**src/rtl/byte_word_packer_if.sv**
```systemverilog
// Byte-stream input handshake and word-memory write port of the byte-to-word packer.
interface byte_word_packer_if #(parameter int ADDR_W = 6);
    logic              in_valid;
    logic              in_ready;
    logic [7:0]        in_byte;
    logic              flush;
    logic              mem_we;
    logic [ADDR_W-1:0] mem_addr;
    logic [31:0]       mem_data;
    logic [1:0]        fill_level;
    logic              wrapped;

    modport master (
        output in_valid, in_byte, flush,
        input  in_ready, mem_we, mem_addr, mem_data, fill_level, wrapped
    );

    modport slave (
        input  in_valid, in_byte, flush,
        output in_ready, mem_we, mem_addr, mem_data, fill_level, wrapped
    );
endinterface

```
**src/rtl/byte_word_packer.sv**
```systemverilog
// Packs four bytes little-endian into a 32-bit word and writes it to an
// auto-incrementing word address; flush writes a zero-padded partial word.
module byte_word_packer #(
    parameter int ADDR_W = 6
) (
    input  logic                clk,
    input  logic                rst,
    byte_word_packer_if.slave   bus
);
    typedef enum logic {FILL, WRITE} state_t;

    state_t            state_reg, state_next;
    logic [1:0]        cnt_reg, cnt_next;
    logic [31:0]       asm_reg, asm_next;
    logic [ADDR_W-1:0] wr_ptr_reg, wr_ptr_next;
    logic              wrapped_reg, wrapped_next;
    logic              accept;

    assign accept = bus.in_valid && bus.in_ready;

    // Each lane captures the byte when it is the current lane; the write cycle clears all lanes.
    generate
        for (genvar gi = 0; gi < 4; gi++) begin : g_lane
            assign asm_next[8*gi +: 8] =
                (state_reg == WRITE)               ? 8'h00 :
                (accept && cnt_reg == 2'(gi))      ? bus.in_byte :
                                                     asm_reg[8*gi +: 8];
        end
    endgenerate

    always_ff @(posedge clk or posedge rst) begin
        if (rst) begin
            state_reg   <= FILL;
            cnt_reg     <= 2'd0;
            asm_reg     <= 32'd0;
            wr_ptr_reg  <= '0;
            wrapped_reg <= 1'b0;
        end else begin
            state_reg   <= state_next;
            cnt_reg     <= cnt_next;
            asm_reg     <= asm_next;
            wr_ptr_reg  <= wr_ptr_next;
            wrapped_reg <= wrapped_next;
        end
    end

    always_comb begin
        state_next   = state_reg;
        cnt_next     = cnt_reg;
        wr_ptr_next  = wr_ptr_reg;
        wrapped_next = wrapped_reg;
        case (state_reg)
            FILL: begin
                if (accept) begin
                    // A flush arriving with a byte includes that byte in the word.
                    if (cnt_reg == 2'd3 || bus.flush) begin
                        state_next = WRITE;
                    end
                    if (cnt_reg != 2'd3) begin
                        cnt_next = cnt_reg + 2'd1;
                    end
                end else if (bus.flush && cnt_reg != 2'd0) begin
                    state_next = WRITE;
                end
            end
            WRITE: begin
                state_next  = FILL;
                cnt_next    = 2'd0;
                wr_ptr_next = wr_ptr_reg + 1'b1;
                if (&wr_ptr_reg) begin
                    wrapped_next = 1'b1;
                end
            end
            default: state_next = FILL;
        endcase
    end

    // in_ready is a function of state only, gated low while reset is held.
    assign bus.in_ready   = (state_reg == FILL) && !rst;
    assign bus.mem_we     = (state_reg == WRITE);
    assign bus.mem_addr   = wr_ptr_reg;
    assign bus.mem_data   = asm_reg;
    assign bus.fill_level = cnt_reg;
    assign bus.wrapped    = wrapped_reg;
endmodule

```
**src/flat_wrapper.sv**
```systemverilog
// flat-port wrapper written by rule: the top's interface ports become plain ports
module byte_word_packer_flat 
#(
    parameter int ADDR_W = 6
)
  (clk, rst, bus_in_valid, bus_in_byte, bus_flush, bus_in_ready, bus_mem_we, bus_mem_addr, bus_mem_data, bus_fill_level, bus_wrapped);
  byte_word_packer_if #(.ADDR_W(ADDR_W)) bus_i ();
  input  logic clk;
  input  logic rst;
  input wire logic [$bits(bus_i.in_valid)-1:0] bus_in_valid;
  input wire logic [$bits(bus_i.in_byte)-1:0] bus_in_byte;
  input wire logic [$bits(bus_i.flush)-1:0] bus_flush;
  output wire logic [$bits(bus_i.in_ready)-1:0] bus_in_ready;
  output wire logic [$bits(bus_i.mem_we)-1:0] bus_mem_we;
  output wire logic [$bits(bus_i.mem_addr)-1:0] bus_mem_addr;
  output wire logic [$bits(bus_i.mem_data)-1:0] bus_mem_data;
  output wire logic [$bits(bus_i.fill_level)-1:0] bus_fill_level;
  output wire logic [$bits(bus_i.wrapped)-1:0] bus_wrapped;
  assign bus_i.in_valid = bus_in_valid;
  assign bus_i.in_byte = bus_in_byte;
  assign bus_i.flush = bus_flush;
  assign bus_in_ready = bus_i.in_ready;
  assign bus_mem_we = bus_i.mem_we;
  assign bus_mem_addr = bus_i.mem_addr;
  assign bus_mem_data = bus_i.mem_data;
  assign bus_fill_level = bus_i.fill_level;
  assign bus_wrapped = bus_i.wrapped;
  byte_word_packer #(.ADDR_W(ADDR_W)) u_core (.clk(clk), .rst(rst), .bus(bus_i));
endmodule
```
**config.mk**
```make
export PLATFORM = sky130hd
export DESIGN_NAME = byte_word_packer_flat
export DESIGN_NICKNAME = d
export VERILOG_FILES = /design/src/rtl/byte_word_packer_if.sv /design/src/rtl/byte_word_packer.sv /design/src/flat_wrapper.sv
export SDC_FILE = /design/constraint.sdc
export NUM_CORES = 1
export LEC_CHECK = 0
export CAP_MARGIN = 20
export CORE_MARGIN = 10
export CORE_UTILIZATION = 50
export DETAILED_ROUTE_END_ITERATION = 10
export HOLD_SLACK_MARGIN = 0.15
export PLACE_DENSITY = 0.87
export SLEW_MARGIN = 20
export SYNTH_ARGS = -nofsm -noshare
export SYNTH_HDL_FRONTEND = slang
export SYNTH_SLANG_ARGS = --single-unit
```
**constraint.sdc**
```tcl
create_clock -name clk -period 2.8 [get_ports clk]
set_input_delay 0.28 -clock clk [delete_from_list [all_inputs] [get_ports clk]]
set_output_delay 0.28 -clock clk [all_outputs]
set_load 0.005 [all_outputs]
```
== After elaboration in Yosys (flattened, before gate mapping) ==
Cells that the tools add are included.
Word-level totals
  bits in registers: 42
  bits of input ports: 12
  output and inout bits: 43
  word-level logic and storage cells: 49
Operators by class
  add/sub/neg operators: 2
  equality and inequality tests: 6
  multiplexer cells: 15
  bitwise gates (word level): 1
  reduce and logical (&&, ||, !) cells: 17
Operators with widths (count)
  8-bit 2-to-1 mux: 8
  2-bit nonzero test: 5
  1-bit logical AND: 7
  7-bit AND reduction: 1
  6-bit by 1-bit adder with 6-bit output (second input constant): 1
  2-bit equality test (second input constant): 2
  2-bit 2-to-1 mux: 2
  2-bit by 1-bit inequality test with 1-bit output (second input constant): 2
  2-bit one-hot mux with 2 select lines: 1
  1-bit 2-to-1 mux: 3
  2-bit by 1-bit adder with 2-bit output (second input constant): 1
  2-bit by 1-bit equality test with 1-bit output (second input constant): 1
  2-bit logical NOT: 1
  2-bit inequality test (second input constant): 1
  1-bit one-hot mux with 2 select lines: 1
  2-bit AND reduction: 1
  1-bit logical NOT: 1
  1-bit logical OR: 1
  1-bit inverter: 1

== Longest topological paths before layout ==
Gate-level depths: netlist of the first run.
  word-level depth: 6
  gate-level depth with buffers: 6
  mapped depth without buffers: 5

== Worst setup path before layout of the first run ==
OpenSTA, ideal clock, no wires.
  kind: flip-flop to flip-flop
  from: register u_core.cnt_reg[0], in the netlist u_core.bus.fill_level[0]
  to: register u_core.asm_reg[0], in the netlist u_core.bus.mem_data[0]
  setup time: 0.121 ns
  data arrival time: 1.236 ns
  required time: 2.679 ns
  setup slack: 1.442 ns
  cell stages (with the launch flop): 7
  buffers on the path: 1
  clock period less this slack: 1.358 ns
  cells stage by stage: dfrtp_1 > inv_1 > ha_1 > and4bb_2 > buf_6 > mux2i_1 > nor2_1
Between the ends
  longest elaborated chain between the ends: 3
Ends and longest elaborated chain
  start, declared: line byte_word_packer.sv:13  | logic [1:0] cnt_reg, cnt_next;
  start signal, assigned: line byte_word_packer.sv:40  | cnt_reg <= cnt_next;
  2-bit logical NOT: line byte_word_packer.sv:26  | (accept && cnt_reg == 2'(gi)) ? bus.in_byte :
  1-bit logical AND: line byte_word_packer.sv:26
  2-bit nonzero test (no line)
  end signal, assigned: line byte_word_packer.sv:41  | asm_reg <= asm_next;
  end, declared: line byte_word_packer.sv:14  | logic [31:0] asm_reg, asm_next;
No other way between the ends.
A chain may end at the register's enable or synchronous reset.

== Worst setup path after layout of the first run ==
  from: register u_core.state_reg, in the netlist u_core.bus.mem_we
  to: output port bus_mem_we
RTL lines
  start, declared: line byte_word_packer.sv:12  | state_t state_reg, state_next;
  start signal, assigned: line byte_word_packer.sv:39  | state_reg <= state_next;
  end, declared: line flat_wrapper.sv:14  | output wire logic [$bits(bus_i.mem_we)-1:0] bus_mem_we;
No word-level cell between the ends.

==> impl_metrics.toml, run 1 <==
[clocking]
cts_hold_buf = 0
cts_made_buffers = 5
root_buffer = "clkbuf_8"
clockBufferDepth = 2
clk_latency_ns = 0.30
cts-htree-levels = 2
cts_setup_buffers = 0
path_clk_slew_ns = 0.08
clock-sinks = 42
postCtsResizedCells = 0
cts_tree = "done"

[timing]
tightestPinTransition_ns = 0.791
final_max_slew_viol_count = 0
hold_viol = 0
slew_headroom_pct = 47.2
skew_ns = 0.00726
worst_slack_ns = 0.723
finalSetupViolCount = 0
min_period_ns = 2.08
max_freq_ghz = 0.481
fin_crit_sh_pct = 74.2
hold_slack_ns = 0.464
rsz0062_at_grt = "false"
tns_ns = 0

[cells_and_area]
fillers = 244
multiInputGateArea_sq_um = 699
drive_gt1_share_pct = 7.32
final_cells = 251
final_net_count = 222
antenna_cells = 0
area_growth_pct = 34.1
final_common_cell = "clkdlybuf4s50_1"
layout_common_cells = "54 x clkdlybuf4s50_1, 42 x dfrtp_1, 37 x nor2_1, 33 x mux2i_1"
register_area_sq_um = 1050
largest_reg_flops = 32

[worst_setup_path]
critPathCaptureType = "output pin"
required_ns = 2.52
critPathLaunchType = "register"
crit_type = "register to output pin"
path_cells = "clkdlybuf4s50_1"
worstPathArrival_ns = 1.80
worst-path-max-fanout = 25
crit_buf_inv = 1
crit_slowest_cell = "dfrtp_1"
cp_top_family = "flip-flops"
crit_path_max_incr_delay_ns = 0.86

[power]
seqPwrFrac_pct = 45.5
p_per_area_nw_per_um2 = 854
p_clk_share_pct = 17.4
peakVddDrop_uv = 506
p_sw_mw = 0.666
p_int_mw = 1.43
p_sw_share_pct = 31.7
power_frac_comb_pct = 37.1
leakage_nw = 1.08

[route]
drc = 0
firstDrtPassIters = 4
routed_via_density = 5.12
wirelength_mm = 4.26
drt_iter0_markers = 67
wire_per_inst_um = 17.0
drtAntennaViolNets = 0
num_vias = 1285

[die]
row_count = 21
io_pins = 55
die_w_um = 80.5
start_util_pct = 53.3
dieArea_sq_um = 6490
die_y_um = 80.5
core-area_sq_um = 3440

[logic_synthesis]
synth_edf_count = 0
async_reset_ff_share_pct = 100
syn_inst = 151
yosysSeqAreaShare_pct = 57.3
syn_area_sq_um = 1830
ys_ff_latch = 42
yosysWarnings = 0
ys.flop_type = "dfrtp_1"
synth_cell_type_count = 20
avgSynthCellArea_sq_um = 12.1
synth_nets = 168

[grt]
grt_overflow = 0
grt_use_total_pct = 13.7
grt_pass1_wl_mm = 6.98
first_global_vias = 1328
grt_max_degree = 33
antenna_found_initial = 0

[placed_design]
place_ws_ns = 0.923
finalWeightedCongestion = 0.737
numPortBuffers = 54
dp_hpwl_mm = 3.23
placed_cells = 244

[worst_hold_path]
worstHoldPathType = "primary input to async pin"

[job]
max_cap_violations = 0

[outcome]
outcome = "finished, final reports clean"
routing by layer:
layer  vias up  share of wire (%)  GRT usage (%)
met5         -                  0              0
met3         4                8.2           5.12
met2        38                 50           22.2
met4         0                1.2           4.23
met1       641                 41           16.5
li1        602                  -              -
power by group through the flow:
stage | clock (mW) | sequential, mW | combinational (mW)
finish | 0.366 | 0.954 | 0.779
global route | 0.405 | 0.983 | 0.864
CTS | 0.372 | 0.958 | 0.800
detailed placement | 0 | 0.968 | 0.799
global placement | 0 | 0.952 | 0.768
floorplan | 0 | 0.930 | 0.346
worst paths after layout:
| check | depth (start not counted) | from | endpoint | slack [ns] |
|---|---|---|---|---|
| hold / removal | 2 | rst | u_core.bus.fill_level[0] | 0.46 |
| min in group clk | 1 | u_core.bus.wrapped | u_core.bus.wrapped | 0.48 |
| setup reg to reg | 3 | u_core.bus.mem_we | u_core.bus.mem_data[10] | 0.99 |
| hold reg to reg | 1 | u_core.bus.wrapped | u_core.bus.wrapped | 0.48 |
| setup / recovery | 1 | u_core.bus.mem_we | bus_mem_we | 0.72 |
| max in group asynchronous | 3 | rst | u_core.bus.mem_data[17] | 1.59 |
Yosys cell counts, types with 2 or more instances:
cell | number | area, sq um
inv_1 | 4 | 15.0
xnor2_1 | 3 | 26.3
and4bb_2 | 4 | 50.1
mux2i_1 | 33 | 330
nand2_1 | 4 | 15.0
clkbuf_1 | 2 | 7.51
nor2_1 | 37 | 139
buf_2 | 2 | 10.0
ha_1 | 5 | 62.6
buf_6 | 4 | 45.0
xor2_1 | 3 | 26.3
dfrtp_1 | 42 | 1050
kinds of logic (layout without fill, tap and decap cells):
kind of cell,after synthesis,count (layout),share of synthesized area [%]
compound gates,3,3,1.02
xor+xnor,6,6,2.87
fa+ha+maj,5,5,3.41
buf+inv,13,67,4.50
flops,42,42,57.3
mux,34,34,18.6
simple gates,48,48,12.2
final cells by class:
cell class,count,area share [%]
Clock buffer,5,2.80
Clock inverter,2,0.407
Inverter,4,0.611
Multi-Input combinational cell,96,28.5
Sequential cell,42,42.8
Tap cell,46,2.34
Timing Repair Buffer,56,22.6
per-stage QoR:
stage / utilization [%] / power, mW / cell area, sq um
after detailed placement: 69.1 / 1.77 / 2380
final: 71.4 / 2.10 / 2460
after floorplan: - / 1.28 / 1830
after CTS: 71.4 / 2.13 / 2460
after global routing: 71.4 / 2.25 / 2460
after global placement: 69.1 / 1.72 / 2380
Power figures use the tool's default switching activity.
==> inputs of run 2 (changes only) <==
- CORE_UTILIZATION: 50 -> 42
- PLACE_DENSITY: 0.87 -> 0.78
- clock period: 2.8 -> 1.7 ns (I/O delays scaled with it)
==> impl_metrics.toml, run 2 (same netlist as run 1, synthesis figures left out) <==
[worst_setup_path]
path_cells = "inv_1 > ha_1 > and4bb_2 > mux2i_1 > nor2_1"
reg2reg_to = "u_core.bus.mem_data[10]"
crit_path_max_incr_delay_ns = 0.48
critPathLaunchType = "register"
reg2reg_depth = 5
worst-path-max-fanout = 8
cp-startpoint = "u_core.bus.fill_level[1]"
crit_path_end = "u_core.bus.mem_data[10]"
worstPathArrival_ns = 1.77
crit_type = "register to register"
required_ns = 1.87
critPathCaptureType = "register"
crit_slowest_cell = "and4bb_2"
r2r-start = "u_core.bus.fill_level[1]"
r2r_slack_ns = 0.10

[power]
finalPower_mw = 3.67
p_per_area_nw_per_um2 = 1460
peakVddDrop_uv = 716
leakage_nw = 1.11

[route]
wirelength_mm = 4.52
firstDrtPassIters = 6
routed_via_density = 4.97
drc = 0
wire_per_inst_um = 17.5
num_vias = 1283
drt_iter0_markers = 113
drtAntennaViolNets = 0

[timing]
hold_viol = 0
final_max_slew_viol_count = 0
slew_headroom_pct = 73.3
rsz0062_at_grt = "false"
min_period_ns = 1.60
finalSetupViolCount = 0
tightestPinTransition_ns = 0.400
fin_crit_sh_pct = 94.0
max_freq_ghz = 0.626
skew_ns = 0.0102

[cells_and_area]
layout_common_cells = "54 x clkdlybuf4s50_1, 42 x dfrtp_1, 37 x nor2_1, 33 x mux2i_1"
largest_reg_flops = 32
post-route-util_pct = 61.0
antenna_cells = 0
drive_gt1_share_pct = 8.65
final_common_cell = "clkdlybuf4s50_1"
area_growth_pct = 37.0
final_net_count = 224
finalInstanceArea_sq_um = 2510

[clocking]
cts_setup_buffers = 0
cts-htree-levels = 2
cts_made_buffers = 5
clockBufferDepth = 2
postCtsResizedCells = 0
root_buffer = "clkbuf_8"
path_clk_slew_ns = 0.08
cts_hold_buf = 0
clk_latency_ns = 0.30
clock-sinks = 42
cts_tree = "done"

[worst_hold_path]
worstHoldPathType = "primary input to async pin"

[die]
core-area_sq_um = 4120
die_y_um = 86.1
die_w_um = 86.1
row_count = 23
dieArea_sq_um = 7410
start_util_pct = 44.5
io_pins = 55

[grt]
grt_use_total_pct = 12.3
grt_max_degree = 33
first_global_vias = 1333
grt_overflow = 0
grt_pass1_wl_mm = 7.22
antenna_found_initial = 0

[placed_design]
numPortBuffers = 54
dp_hpwl_mm = 3.43
dpl_cell_area_sq_um = 2400
finalWeightedCongestion = 0.854

[job]
max_cap_violations = 0

[outcome]
outcome = "finished, final reports clean"
## run 2: cell count changes in the layout (fill, tap and decap cells not counted), sizes merged
cell,change
inv,+1
bufinv,+1
clkinv,-1
buf,+2
## run 2: worst max-delay path: cells and delay by family (launching register included)
| family | cells | cell delay (ns) |
|---|---|---|
| buf+inv | 1 | 0.10 |
| fa+ha+maj | 1 | 0.16 |
| simple gates | 2 | 0.53 |
| mux | 1 | 0.24 |
| flops | 1 | 0.43 |
## run 2: layer usage
| metal | global-route usage [%] | vias to the layer above | share of wire, % |
|---|---|---|---|
| met3 | 3.50 | 7 | 5.8 |
| met4 | 5.84 | 0 | 1.7 |
| li1 | - | 604 | - |
| met1 | 14.6 | 636 | 43 |
| met5 | 0 | - | 0 |
| met2 | 19.9 | 36 | 50 |
## run 2: report_power, final
part	switching [mW]	leakage [nW]	internal, mW
Clock	0.350	0.0585	0.440
Sequential	0.242	0.566	1.29
Combinational	0.547	0.483	0.802
## run 2: worst min-delay path by stage
stage                                   from                     end
after floorplan                    bus_flush       u_core.bus.mem_we
after global placement    u_core.bus.wrapped      u_core.bus.wrapped
after detailed placement  u_core.bus.wrapped      u_core.bus.wrapped
after CTS                                rst  u_core.bus.mem_addr[0]
after global routing                     rst  u_core.bus.mem_addr[0]
final                                    rst  u_core.bus.mem_addr[0]
## run 2: stage by stage
step           TNS [ns]  setup WS (ns)  instances  hold WS, ns
2_1_floorplan         0          0.342        151        0.322
3_5_place_dp     -0.260        -0.0464        250        0.463
5_1_grt               0         0.0124        258        0.419
6_report              0          0.102        258        0.397
3_3_place_gp          0         0.0464        250        0.454
4_1_cts               0         0.0903        258        0.396
## run 2: area by class of cell
class | count | area [sq um]
clock buffers | 5 | 68.8
clock inverters | 3 | 43.8
fillers | 346 | 1600
inverters | 4 | 15.0
multi-input cells | 96 | 699
flip-flops and latches | 42 | 1050
well taps | 50 | 62.6
repair buffers | 58 | 571
==> inputs of run 3 (changes only) <==
- CAP_MARGIN: 20 -> 0
- CORE_UTILIZATION: 42 -> 30
- PLACE_DENSITY: 0.78 -> 0.6
==> impl_metrics.toml, run 3 (same netlist as run 1, synthesis figures left out) <==
[die]
die_w_um = 98.2
start_util_pct = 31.0
io_pins = 55
core-area_sq_um = 5920
die_y_um = 98.2
dieArea_sq_um = 9640
row_count = 28

[cells_and_area]
drive_gt1_share_pct = 9.52
final_net_count = 226
final_common_cell = "clkdlybuf4s50_1"
layout_common_cells = "54 x clkdlybuf4s50_1, 42 x dfrtp_1, 37 x nor2_1, 33 x mux2i_1"
area_growth_pct = 38.8
multiInputGateArea_sq_um = 699
register_area_sq_um = 1050
largest_reg_flops = 32
fillers = 579
antenna_cells = 0
post-route-util_pct = 43.0

[worst_setup_path]
cp_top_family = "buffers and inverters"
crit_type = "register to output pin"
crit_slowest_cell = "clkdlybuf4s50_1"
r2r-start = "u_core.bus.fill_level[0]"
crit_buf_inv = 1
required_ns = 1.53
crit_path_max_incr_delay_ns = 0.51
path_cells = "nor2_1 > clkdlybuf4s50_1"
worstPathArrival_ns = 1.42
critPathCaptureType = "output pin"
cp-startpoint = "u_core.bus.mem_we"
critPathLaunchType = "register"
worst-path-max-fanout = 10

[grt]
grt_overflow = 0
grt_pass1_wl_mm = 7.56
grt_use_total_pct = 9.49
antenna_found_initial = 0
grt_max_degree = 34
first_global_vias = 1380

[power]
p_int_mw = 2.39
peakVddDrop_uv = 529
p_sw_mw = 1.10
power_frac_comb_pct = 38.2
seqPwrFrac_pct = 44.1
finalPower_mw = 3.49
p_clk_share_pct = 17.7
p_sw_share_pct = 31.4
p_per_area_nw_per_um2 = 1370
leakage_nw = 1.11

[clocking]
cts_tree = "done"
clockBufferDepth = 2
cts_made_buffers = 5
root_buffer = "clkbuf_8"
postCtsResizedCells = 0
clk_latency_ns = 0.29
cts_hold_buf = 0
cts-htree-levels = 2
path_clk_slew_ns = 0.08
clock-sinks = 42
cts_setup_buffers = 0

[timing]
fin_crit_sh_pct = 93.6
tns_ns = 0
slew_headroom_pct = 74.1
hold_viol = 0
tightestPinTransition_ns = 0.387
min_period_ns = 1.59
rsz0062_at_grt = "false"
skew_ns = 0.00729
final_max_slew_viol_count = 0
finalSetupViolCount = 0
max_freq_ghz = 0.629
worst_slack_ns = 0.109

[outcome]
outcome = "finished, final reports clean"

[route]
num_vias = 1278
drt_iter0_markers = 37
wirelength_mm = 4.52
firstDrtPassIters = 4
drtAntennaViolNets = 0
drc = 0
wire_per_inst_um = 15.9
routed_via_density = 4.48

[placed_design]
place_ws_ns = 0.0718
dp_hpwl_mm = 3.27
finalWeightedCongestion = 0.733
numPortBuffers = 54

[worst_hold_path]
worstHoldPathType = "primary input to async pin"

[job]
max_cap_violations = 0
==> run 3: power groups by stage <==
stage               sequential [mW]  clock, mW  combinational [mW]
floorplan                      1.53          0               0.571
global placement               1.56          0                1.35
detailed placement             1.55          0                1.38
CTS                            1.55      0.650                1.38
global route                   1.59      0.699                1.50
finish                         1.54      0.619                1.33
==> run 3: final cells by class <==
cell class,instances,area share [%]
flip-flops and latches,42,41.3
multi-input cells,96,27.5
repair buffers,60,23.5
well taps,75,3.69
clock buffers,6,2.85
inverters,4,0.590
clock inverters,2,0.541
==> run 3: path summary, 6_finish.rpt <==
kind / endpoint / slack, ns / cells after the start
max: bus_in_ready / 0.11 / 2
min: u_core.bus.mem_data[15] / 0.44 / 4
max reg2reg: u_core.bus.mem_data[2] / 0.13 / 5
min reg2reg: u_core.bus.wrapped / 0.47 / 1
max in group asynchronous: u_core.bus.mem_data[3] / 1.00 / 4
min in group clk: u_core.bus.mem_we / 0.47 / 3
==> run 3: worst register-to-register path, cell delays in order (launching register included) <==
cell and delay (ns):
dfrtp_1 0.44, inv_1 0.10, ha_1 0.17, and4bb_2 0.45, mux2i_1 0.23, nor2_1 0.06
==> run 3: metrics by stage <==
stage / hold WS (ns) / cells / cell area, sq um
3_3_place_gp: 0.455 / 277 / 2460
3_5_place_dp: 0.459 / 277 / 2460
2_1_floorplan: 0.322 / 151 / 1830
6_report: 0.445 / 285 / 2540
5_1_grt: 0.480 / 285 / 2540
4_1_cts: 0.438 / 285 / 2540
==> run 3: metal layers <==
| layer | track usage (%) | vias to the layer above | wire length, um |
|---|---|---|---|
| li1 | - | 612 | - |
| met1 | 12.6 | 628 | 2150 |
| met2 | 13.7 | 36 | 2010 |
| met3 | 4.72 | 2 | 348 |
| met4 | 1.65 | 0 | 10 |
| met5 | 0 | - | 0 |
